File: src/rtl/stack_mem_pkg.sv
// stack_mem_pkg: shared types and helpers for the stack CPU memory controller.
//   state_t      : controller FSM states (zero-fill sweep, serving requests)
//   RD_LAT_LIST  : legal read latencies, lowest first
//   par_even()   : even parity of a word (XOR of all bits)
// Optional feature macro: STACK_MEM_PARITY_EN (per-word parity bit in the array).
package stack_mem_pkg;

   typedef enum logic {
      ST_INIT  = 1'b0,
      ST_READY = 1'b1
   } state_t;

   // Legal RD_LAT values: entry 0 = 1 cycle, entry 1 = 2 cycles.
   localparam logic [1:0][1:0] RD_LAT_LIST = {2'd2, 2'd1};

   // Callers zero-extend narrower words; zero bits do not change the XOR.
   function automatic logic par_even(input logic [63:0] data);
      return ^data;
   endfunction

endpackage

File: src/rtl/stack_mem_array.sv
// stack_mem_array: single-port storage with one write port and one registered
// read port sharing the address.
//   clk, rst_n : clock, async active-low reset (read register only)
//   addr       : word address for both read and write
//   we / wdata / wpar : write enable, data and parity bit to store
//   re         : load the read register from addr this cycle
//   rdata/rpar : registered read data and stored parity bit
// With STACK_MEM_PARITY_EN the array is DATA_W+1 bits wide; otherwise the
// parity bit is not stored and rpar reads as 0.
module stack_mem_array
   import stack_mem_pkg::*;
#(
   parameter int DATA_W = 8,
   parameter int ADDR_W = 5
) (
   input  logic              clk,
   input  logic              rst_n,
   input  logic [ADDR_W-1:0] addr,
   input  logic              we,
   input  logic              re,
   input  logic [DATA_W-1:0] wdata,
   input  logic              wpar,
   output logic [DATA_W-1:0] rdata,
   output logic              rpar
);

   localparam int DEPTH = 2 ** ADDR_W;

`ifdef STACK_MEM_PARITY_EN
   localparam int MEM_W = DATA_W + 1;
   logic [MEM_W-1:0] wr_word;
   assign wr_word = {wpar, wdata};
`else
   localparam int MEM_W = DATA_W;
   logic [MEM_W-1:0] wr_word;
   logic             unused_wpar;
   assign wr_word     = wdata;
   assign unused_wpar = wpar;
`endif

   logic [MEM_W-1:0] mem_q [DEPTH];
   logic [MEM_W-1:0] rd_q, rd_d;

   // Storage itself has no reset; the post-reset sweep clears it.
   always_ff @(posedge clk) begin
      if (we) mem_q[addr] <= wr_word;
   end

   // Read register only loads on a read so the response holds between reads.
   always_comb begin
      rd_d = rd_q;
      if (re) rd_d = mem_q[addr];
   end

   always_ff @(posedge clk or negedge rst_n) begin
      if (!rst_n) rd_q <= '0;
      else        rd_q <= rd_d;
   end

   assign rdata = rd_q[DATA_W-1:0];
`ifdef STACK_MEM_PARITY_EN
   assign rpar = rd_q[DATA_W];
`else
   assign rpar = 1'b0;
`endif

endmodule

File: src/rtl/stack_mem_ctrl.sv
// stack_mem_ctrl: parametrised single-port memory for the stack CPU with a
// valid/ready request port, pipelined in-order read responses and a zero-fill
// sweep of the whole array after every reset.
//   req_valid/req_ready : request handshake (ready only after the sweep)
//   req_write/addr/wdata: request fields; inj_perr stores inverted parity
//   rsp_valid/rdata/perr: read response, RD_LAT cycles after acceptance
//   init_done           : sweep finished (same as req_ready)
// Optional feature macro: STACK_MEM_PARITY_EN (parity store/check; without it
// rsp_perr is 0 and inj_perr is ignored).
module stack_mem_ctrl
   import stack_mem_pkg::*;
#(
   parameter int DATA_W = 8,
   parameter int ADDR_W = 5,
   parameter int RD_LAT = 1
) (
   input  logic              clk,
   input  logic              rst_n,
   input  logic              req_valid,
   output logic              req_ready,
   input  logic              req_write,
   input  logic [ADDR_W-1:0] req_addr,
   input  logic [DATA_W-1:0] req_wdata,
   input  logic              inj_perr,
   output logic              rsp_valid,
   output logic [DATA_W-1:0] rsp_rdata,
   output logic              rsp_perr,
   output logic              init_done
);

   state_t              state_q, state_d;
   logic [ADDR_W-1:0]   cnt_q, cnt_d;
   logic                rd_vld_q, rd_vld_d;

   logic                arr_we, arr_re, arr_wpar, arr_rpar;
   logic [ADDR_W-1:0]   arr_addr;
   logic [DATA_W-1:0]   arr_wdata, arr_rdata;
   logic                req_wpar, stg1_perr;

`ifdef STACK_MEM_PARITY_EN
   assign req_wpar  = par_even(64'(req_wdata)) ^ inj_perr;
   assign stg1_perr = par_even(64'(arr_rdata)) ^ arr_rpar;
`else
   logic unused_par;
   assign unused_par = inj_perr ^ arr_rpar;
   assign req_wpar   = 1'b0;
   assign stg1_perr  = 1'b0;
`endif

   always_comb begin
      state_d   = state_q;
      cnt_d     = cnt_q;
      arr_we    = 1'b0;
      arr_re    = 1'b0;
      arr_addr  = req_addr;
      arr_wdata = req_wdata;
      arr_wpar  = req_wpar;
      case (state_q)
         ST_INIT: begin
            // Zero word with its (zero) even parity, one address per cycle.
            arr_we    = 1'b1;
            arr_addr  = cnt_q;
            arr_wdata = '0;
            arr_wpar  = 1'b0;
            cnt_d     = cnt_q + 1'b1;
            if (&cnt_q) state_d = ST_READY;
         end
         ST_READY: begin
            arr_we = req_valid &&  req_write;
            arr_re = req_valid && !req_write;
         end
         default: state_d = ST_INIT;
      endcase
      rd_vld_d = arr_re;
   end

   always_ff @(posedge clk or negedge rst_n) begin
      if (!rst_n) begin
         state_q  <= ST_INIT;
         cnt_q    <= '0;
         rd_vld_q <= 1'b0;
      end else begin
         state_q  <= state_d;
         cnt_q    <= cnt_d;
         rd_vld_q <= rd_vld_d;
      end
   end

   assign req_ready = (state_q == ST_READY);
   assign init_done = req_ready;

   stack_mem_array #(
      .DATA_W (DATA_W),
      .ADDR_W (ADDR_W)
   ) u_array (
      .clk   (clk),
      .rst_n (rst_n),
      .addr  (arr_addr),
      .we    (arr_we),
      .re    (arr_re),
      .wdata (arr_wdata),
      .wpar  (arr_wpar),
      .rdata (arr_rdata),
      .rpar  (arr_rpar)
   );

   // Latency 2 adds one register stage that moves valid, data and parity
   // error together; any other value builds the single-stage path.
   if (RD_LAT == int'(RD_LAT_LIST[1])) begin : g_lat2
      logic              vld2_q, vld2_d, perr2_q, perr2_d;
      logic [DATA_W-1:0] rdata2_q, rdata2_d;

      always_comb begin
         vld2_d   = rd_vld_q;
         rdata2_d = rdata2_q;
         perr2_d  = perr2_q;
         if (rd_vld_q) begin
            rdata2_d = arr_rdata;
            perr2_d  = stg1_perr;
         end
      end

      always_ff @(posedge clk or negedge rst_n) begin
         if (!rst_n) begin
            vld2_q   <= 1'b0;
            rdata2_q <= '0;
            perr2_q  <= 1'b0;
         end else begin
            vld2_q   <= vld2_d;
            rdata2_q <= rdata2_d;
            perr2_q  <= perr2_d;
         end
      end

      assign rsp_valid = vld2_q;
      assign rsp_rdata = rdata2_q;
      assign rsp_perr  = perr2_q;
   end else begin : g_lat1
      assign rsp_valid = rd_vld_q;
      assign rsp_rdata = arr_rdata;
      assign rsp_perr  = stg1_perr;
   end

endmodule
File: config.mk
export PLATFORM = sky130hd
export DESIGN_NAME = stack_mem_ctrl
export DESIGN_NICKNAME = d
export VERILOG_FILES = /design/src/rtl/stack_mem_pkg.sv /design/src/rtl/stack_mem_array.sv /design/src/rtl/stack_mem_ctrl.sv
export SDC_FILE = /design/constraint.sdc
export NUM_CORES = 1
export LEC_CHECK = 0
export BUFFER_PORTS_ARGS = -buffer_cell sky130_fd_sc_hd__clkbuf_2
export CAP_MARGIN = 30
export CORE_UTILIZATION = 56
export DETAILED_ROUTE_END_ITERATION = 6
export GPL_ROUTABILITY_DRIVEN = 0
export PLACE_DENSITY = 0.73
export SYNTH_ARGS = -nofsm -noshare
export SYNTH_HDL_FRONTEND = slang
export SYNTH_SLANG_ARGS = --single-unit
File: constraint.sdc
create_clock -name clk -period 2.8 [get_ports clk]
set_input_delay 0.14 -clock clk [delete_from_list [all_inputs] [get_ports clk]]
set_output_delay 0.14 -clock clk [all_outputs]
set_load 0.005 [all_outputs]
; Word level (Yosys, flattened, before mapping)
; Memories as Yosys holds them, arrays and structs flattened. A register that Yosys moved wholly into a read port is not among the register bits.
; Index checks and enable logic that the tools add are counted.
[classes]
addsub = 1
n_mul = 0
n_div = 0
n_lt_le_gt_ge = 0
eq_ne = 0
shift = 0
mux = 8
bitwise_logic = 1
reduce_logical = 5
[op_table]
columns = cell, n
row1 = 8-bit 2-to-1 mux, 1
row2 = "5-bit by 1-bit adder with 5-bit output, second input constant", 1
row3 = 1-bit 2-to-1 mux, 5
row4 = 5-bit 2-to-1 mux, 1
row5 = 5-bit AND reduction, 1
row6 = 1-bit logical AND, 2
row7 = 1-bit zero test, 2
row8 = 1-bit case mux with 2 select lines, 1
row9 = 1-bit NOT, 1
[word_totals]
register_bits = 7
latchBits = 0
ram_bits = 256
romBits = 0
input_bits = 18
output_inout_bits = 12
mem_count = 1
[mem_list]
columns = memory, words, word_bits, rd, rd_ports_with_merged_regs, write_ports, line
row1 = u_array.mem_q, 32, 8, 1, 1, 1, stack_mem_array.sv:41  ; logic [MEM_W-1:0] mem_q [DEPTH];

; Longest topological paths before layout
; Gate-level depths: netlist (run 1).
[logic_depth]
depth_word = 4
depth_mapped = 10
depth_no_buf = 6

; By module
; From an unflattened synthesis (run 1), not the netlist that was laid out.
[hier_totals]
hier_cells = 602
area_unflattened_um2 = 10875.4
[by_module_without_submodules]
columns = module, instances, cells_each, area_per_inst_um2, seq_area_each_um2
row1 = stack_mem_array, 1, 562, 10421.2, 7887.6
row2 = stack_mem_ctrl, 1, 40, 454.2, 175.2

; Worst setup path after synthesis (run 1)
; Ideal clock, no wire load.
[synth_path]
path_kind = flip-flop to flip-flop
start = reg state_q, in the netlist init_done
end = mem u_array.mem_q[1][0] in the netlist's numbering (enable)
setup_time_ns = 0.370
arrival_time_ns = 2.190
path_slack_ns = 0.239
stages_incl_launch_ff = 9
n_path_buf = 5
period_less_slack_ns = 2.561
path_cell_list = dfrtp_1 > buf_6 > mux2_4 > buf_6 > buf_6 > buf_6 > or3_1 > clkbuf_1 > nor2_1
[synth_via]
elab_chain_cells = 4
word_cells_on_any_way = 5
classes_between = mux (4) / bitwise (1)
[synth_lines]
columns = item, line
row1 = "start, declared", stack_mem_ctrl.sv:31  ; state_t state_q, state_d;
row2 = "start signal, assigned", stack_mem_ctrl.sv:83  ; state_q <= state_d;
row3 = 1-bit NOT, -
row4 = 1-bit case mux with 2 select lines, stack_mem_ctrl.sv:58  ; case (state_q)
row5 = 1-bit 2-to-1 mux, stack_mem_array.sv:46  ; if (we) mem_q[addr] <= wr_word;
row6 = 1-bit 2-to-1 mux (not written as such), stack_mem_array.sv:46
row7 = "end, declared", stack_mem_array.sv:41
; Parallel ways exist; a longest one is shown, timed or not.

; Final worst setup path (run 1)
[layout_path]
start = reg state_q, in the netlist init_done
end = mem u_array.mem_q[7][5] in the netlist's numbering (enable)
; Same word-level chain as after synthesis.

==> impl_metrics.yaml, run 1 <==
floorplanning:
  die_x_um: 142
  io_pins: 30
  core_area_sq_um: 19000
  die_h_um: 142
  die-area_sq_um: 20100
  initial_utilization_pct: 57.7
  rows: 50
route:
  ant_nets: 0
  via_count: 6349
  drc: 0
  wl_um: 25900
  drt_iter0_drc: 756
  viasPerCell: 6.47
  wl_per_cell_um: 26.4
  firstDrtPassIters: 5
yosys:
  yosysSeqAreaShare_pct: 73.7
  synth_area_sq_um: 10900
  ys_seq_elements: 271
  ys.flop_type: "edfxtp_1"
  syn_area_per_cell_sq_um: 17.3
  synth.most_common_cell: "edfxtp_1"
  synth_top_area_cell: "edfxtp_1"
  ys_warn_count: 0
  synthTopCellsByArea: "edfxtp_1, mux4_2, dfrtp_1"
  synth-async-reset-ratio_pct: 5.54
  synth_nets: 651
  synth_edf_count: 256
  synth_top_area_share_pct: 70.2
  synth.distinct_cells: 56
  synth_common_cells: "edfxtp_1, o21ai_0, nor2_1"
  synth_cells: 631
critical_path:
  critPathTopFamily: "simple AND/OR/NAND/NOR gates"
  cp_common_cell: "nand2_1"
  crit_path_top_delay_cell: "nor2_1"
  cp.buffers_inverters: 1
  path_cells: "buf_4 -> nand2b_1 -> nand2_1 -> nand2_1 -> nor2_1"
  cp-start-kind: "register"
  critPathRequiredTime_ns: 2.96
  path_depth: 5
  worstSetupPathType: "reg -> reg"
  cp_data_arrival_time_ns: 2.72
  end_kind: "register"
  slowest_delay_ns: 0.72
  rr_worst_depth: 5
  cp_max_fo: 29
sta:
  slew_headroom_pct: 40.4
  max_freq_mhz: 390
  slew_viol_final: 0
  finalSetupTns_ns: 0
  hold_violations: 0
  rsz0062_at_grt: "no"
  tightest_slew_ns: 0.894
  min_period_ns: 2.57
  fin_skew_ns: 0.0161
  finalCritPeriodShare_pct: 91.6
  final-setup-viol-count: 0
outcome:
  outcome: "finished clean"
clock_tree:
  htreeDepth: 1
  root_buffer: "clkbuf_16"
  post_cts_buffers: 0
  clk_pin_slew_ns: 0.06
  cts_resized: 0
  worstSkewPairLatency_ns: 0.54
  cts_sinks: 271
  clockBufferDepth: 3
  cts_tree: "built"
  cts_made_buffers: 27
min_path:
  hp-class: "in -> async"
run:
  drv_cap: 0
final_layout:
  drive_gt1_share_pct: 21.9
  syn_to_final_growth_pct: 14.3
  final_util_pct: 66.0
  num-fill-cells: 1277
  layout.cells.non_filler: 982
  layout.nets: 724
  num_antenna_cells: 0
power_and_ir_drop:
  p_total_w: 0.00828
  total_leakage_power_nw: 4.16
  p_per_area_nw_per_um2: 662
  ir_worst_vdd_mv: 0.463
global_route:
  grt_pass1_vias: 6387
  antenna_found_initial: 0
  grt_max_degree: 33
  overflow: 0
  grt_pass1_wl_um: 38900
  track_usage_pct: 26.9
place:
  dp.cells: 934
  place.detailed.hpwl_um: 16800
  portBuffers: 27
[timing repair]
action                                  CTS  global route
endpoints found under the setup margin    0             0
endpoints found under the hold margin    15             0
hold buffers                              1             0
[cell families after synthesis]
| kind of cell | after synthesis | synth area share, % |
|---|---|---|
| flops | 271 | 73.7 |
| compound gates | 139 | 8.31 |
| simple gates | 107 | 5.01 |
| mux | 68 | 10.5 |
| buf+inv | 40 | 2.07 |
| xor+xnor | 3 | 0.240 |
| fa+ha+maj | 2 | 0.229 |
| other cells | 1 | 0.0343 |
[flip-flops by register name, summed over array words and instances, names as in the netlist]
name and flops:
init_done 1, rsp_valid 1, cnt_q 5, u_array.rdata 8, u_array.mem_q 256
[stage by stage]
| step | cell area, sq um | setup WS, ns | hold WS (ns) |
|---|---|---|---|
| 2_1_floorplan | 10900 | 0.239 | -0.156 |
| 3_3_place_gp | 11600 | 0.344 | 0.0857 |
| 3_5_place_dp | 11700 | 0.261 | 0.101 |
| 4_1_cts | 12500 | 0.230 | 0.0811 |
| 5_1_grt | 12500 | 0.0602 | 0.116 |
| 6_report | 12500 | 0.235 | 0.0800 |
[layout make-up]
cell class / count / area, sq um / share of cell area [%]
repair buffers: 82 / 636 / 5.08
well taps: 260 / 325 / 2.60
inverters: 2 / 7.51 / 0.0600
clock inverters: 13 / 114 / 0.910
multi-input cells: 320 / 2670 / 21.3
flip-flops and latches: 271 / 8060 / 64.4
clock buffers: 34 / 702 / 5.61
[routing by layer]
layer  vias up  routed length (um)  global-route usage, %
li1       2701                   -                      -
met1      3209               10200                   37.6
met2       369               12500                   42.7
met3        70                2340                   4.72
met4         0                 848                   10.5
met5         -                   0                      0
[report_power, final]
group / total [W] / switching (W) / leakage, nW / internal, W
Combinational: 0.000438 / 0.000275 / 1.28 / 0.000164
Clock: 0.00336 / 0.00141 / 0.404 / 0.00195
Sequential: 0.00448 / 0.0000249 / 2.48 / 0.00446
[worst paths after layout]
path | slack [ns] | endpoint | from
worst min register to register | 0.63 | u_array.rdata[4] | u_array.rdata[4]
max in group asynchronous | 2.40 | cnt_q[3] | rst_n
min in group clk | 0.18 | u_array.mem_q[24][4] | req_wdata[4]
worst max-delay path | 0.23 | u_array.mem_q[7][5] | init_done
worst min-delay path | 0.08 | init_done | rst_n
worst max register to register | 0.23 | u_array.mem_q[7][5] | init_done
[cells in the final DEF, fill, tap and decap left out, types with 9 or more instances in the layout]
master,Yosys,layout
clkbuf_16,0,27
a41oi_1,17,17
edfxtp_1,256,256
clkbuf_2,0,27
mux4_2,30,30
o21ai_0,68,68
buf_4,3,48
nor2_1,47,47
dfrtp_1,15,15
mux2i_1,30,29
and2_1,10,10
a21oi_1,9,9
Power figures use the tool's default switching activity.
==> run 2: changes to the inputs <==
--- a/config.mk
+++ b/config.mk
@@ -10,7 +10,8 @@
 export CORE_UTILIZATION = 56
 export DETAILED_ROUTE_END_ITERATION = 6
 export GPL_ROUTABILITY_DRIVEN = 0
-export PLACE_DENSITY = 0.73
+export PLACE_DENSITY_LB_ADDON = 0.1
+export SETUP_SLACK_MARGIN = 0.5
 export SYNTH_ARGS = -nofsm -noshare
 export SYNTH_HDL_FRONTEND = slang
 export SYNTH_SLANG_ARGS = --single-unit
==> run 2 against run 1 <==
Net effect: sequential cell count unchanged; largest power group unchanged; count of clock-buffer cells in the layout up 2; register-to-register slack gained 0.18 ns; clock power shrank 5%; core utilization rose by 1.4 points; global-route usage rose by 0.12 points; highest routed layer unchanged; cell count grew 0.41%; wire length up 2.5%; final area up 2.1%.
==> impl_metrics.yaml, run 2 (synthesis gave the netlist of run 1 again) <==
global_route:
  grt_pass1_vias: 6181
  antenna_found_initial: 0
  overflow: 0
  grt_max_degree: 33
  grt_pass1_wl_um: 38900
  track_usage_pct: 27.0
critical_path:
  critPathRequiredTime_ns: 3.24
  worstSetupPathType: "reg -> reg"
  cp.buffers_inverters: 1
  startpoint: "init_done"
  critPathTopFamily: "compound AO/OA/AOI/OAI gates"
  cp_common_cell: "a41oi_1"
  end_kind: "register"
  slowest_delay_ns: 0.63
  path_cells: "buf_8 -> and3b_1 -> o21ai_0 -> a41oi_1 -> a2111oi_2 -> a41oi_1"
  cp_data_arrival_time_ns: 2.83
  rr_worst_depth: 6
  path_depth: 6
  crit_path_top_delay_cell: "and3b_1"
  cp-start-kind: "register"
  cp_max_fo: 23
  r2r_start: "init_done"
final_layout:
  multiInputGateArea_sq_um: 2870
  final_cell_mix: "edfxtp_1, o21ai_0, buf_4, mux4_2"
  seqCellArea_sq_um: 8060
  layout.cells.non_filler: 986
  largest_reg_flops: 256
  num-fill-cells: 1266
  largest_register: "u_array.mem_q"
  drive_gt1_share_pct: 26.3
  syn_to_final_growth_pct: 16.7
  num_antenna_cells: 0
  final_area_sq_um: 12800
  layout.nets: 728
  final_common_cell: "edfxtp_1"
power_and_ir_drop:
  p_per_area_nw_per_um2: 637
  power_frac_clock_pct: 39.1
  comb_power_share_pct: 5.8
  power_switching_w: 0.00173
  ir_worst_vdd_mv: 0.545
  total_leakage_power_nw: 4.17
  sw_frac_of_total_pct: 21.3
  p_seq_share_pct: 55.1
  internal-power_w: 0.00641
min_path:
  hp-class: "in -> async"
floorplanning:
  die_x_um: 142
  die-area_sq_um: 20100
  rows: 50
  initial_utilization_pct: 57.7
  die_h_um: 142
  io_pins: 30
  core_area_sq_um: 19000
outcome:
  outcome: "finished clean"
place:
  place.detailed.hpwl_um: 16300
  placed_area_sq_um: 11700
  dp.cells: 926
  dp_slack_ns: 0.277
  portBuffers: 27
clock_tree:
  clockBufferDepth: 3
  cts_tree: "built"
  cts_made_buffers: 27
  cts_sinks: 271
  htreeDepth: 1
  worstSkewPairLatency_ns: 0.53
  root_buffer: "clkbuf_16"
  clk_pin_slew_ns: 0.06
route:
  wl_per_cell_um: 26.9
  firstDrtPassIters: 5
  ant_nets: 0
  drt_iter0_drc: 661
  via_count: 6281
  viasPerCell: 6.37
  drc: 0
  wl_um: 26500
sta:
  tightest_slew_ns: 0.906
  slew_headroom_pct: 39.6
  layout_setup_ws_ns: 0.411
  final-setup-viol-count: 0
  finalSetupTns_ns: 0
  finalCritPeriodShare_pct: 85.3
  max_freq_mhz: 419
  rsz0062_at_grt: "yes"
  min_period_ns: 2.39
  slew_viol_final: 0
  fin_skew_ns: 0.0167
  hold_violations: 0
run:
  drv_cap: 0
==> run 2: changes by cell type in the layout (fill, tap and decap cells not counted), sizes merged <==
cell / previous run / this run
buf: 54 / 56
bufinv: 2 / 0
clkbuf: 61 / 65
clkinv: 10 / 8
clkinvlp: 0 / 2
==> run 2: power by group through the flow <==
stage	logic, W	registers (W)	clock network [W]
final	0.000472	0.00448	0.00318
after global placement	0.000431	0.00456	0
after global routing	0.000501	0.00448	0.00339
after floorplan	0.000256	0.00456	0
after detailed placement	0.000439	0.00456	0
after CTS	0.000450	0.00448	0.00322
==> run 2: final timing paths <==
check,slack [ns],endpoint
worst max-delay path,0.41,u_array.rdata[4]
worst min-delay path,0.09,cnt_q[0]
worst max register to register,0.41,u_array.rdata[4]
worst min register to register,0.59,u_array.rdata[0]
max in group asynchronous,2.39,u_array.rdata[5]
min in group clk,0.19,u_array.rdata[3]
==> run 2: layout make-up <==
type	instances	area share [%]
clock inverter	11	0.460
multi-input combinational	320	22.5
timing repair buffer	86	5.79
clock buffer	36	5.55
tap	260	2.55
inverter	2	0.0588
sequential	271	63.1
==> run 2: repair_timing <==
action / CTS / global route
setup endpoints to repair: 201 / 250
hold endpoints to repair: 15 / 0
hold buffers: 1 / 0
resized for setup: 15 / 11
gates cloned: 0 / 2
pin swaps: 1 / 6
setup buffers: 3 / 7
==> run 2: through the flow <==
stage | power [W] | utilization [%] | hold slack [ns]
after global routing | 0.00837 | 67.4 | 0.130
after floorplan | 0.00481 | - | -0.156
final | 0.00813 | 67.4 | 0.0878
after detailed placement | 0.00500 | 61.8 | 0.104
after global placement | 0.00499 | 61.8 | 0.104
after CTS | 0.00815 | 66.3 | 0.0869
==> run 2: metal layers <==
layer,GRT usage [%],vias up,routed length (um)
li1,-,2719,-
met1,37.6,3160,10800
met2,42.5,337,12300
met3,5.57,65,2370
met4,10.4,0,1020
met5,0,-,0
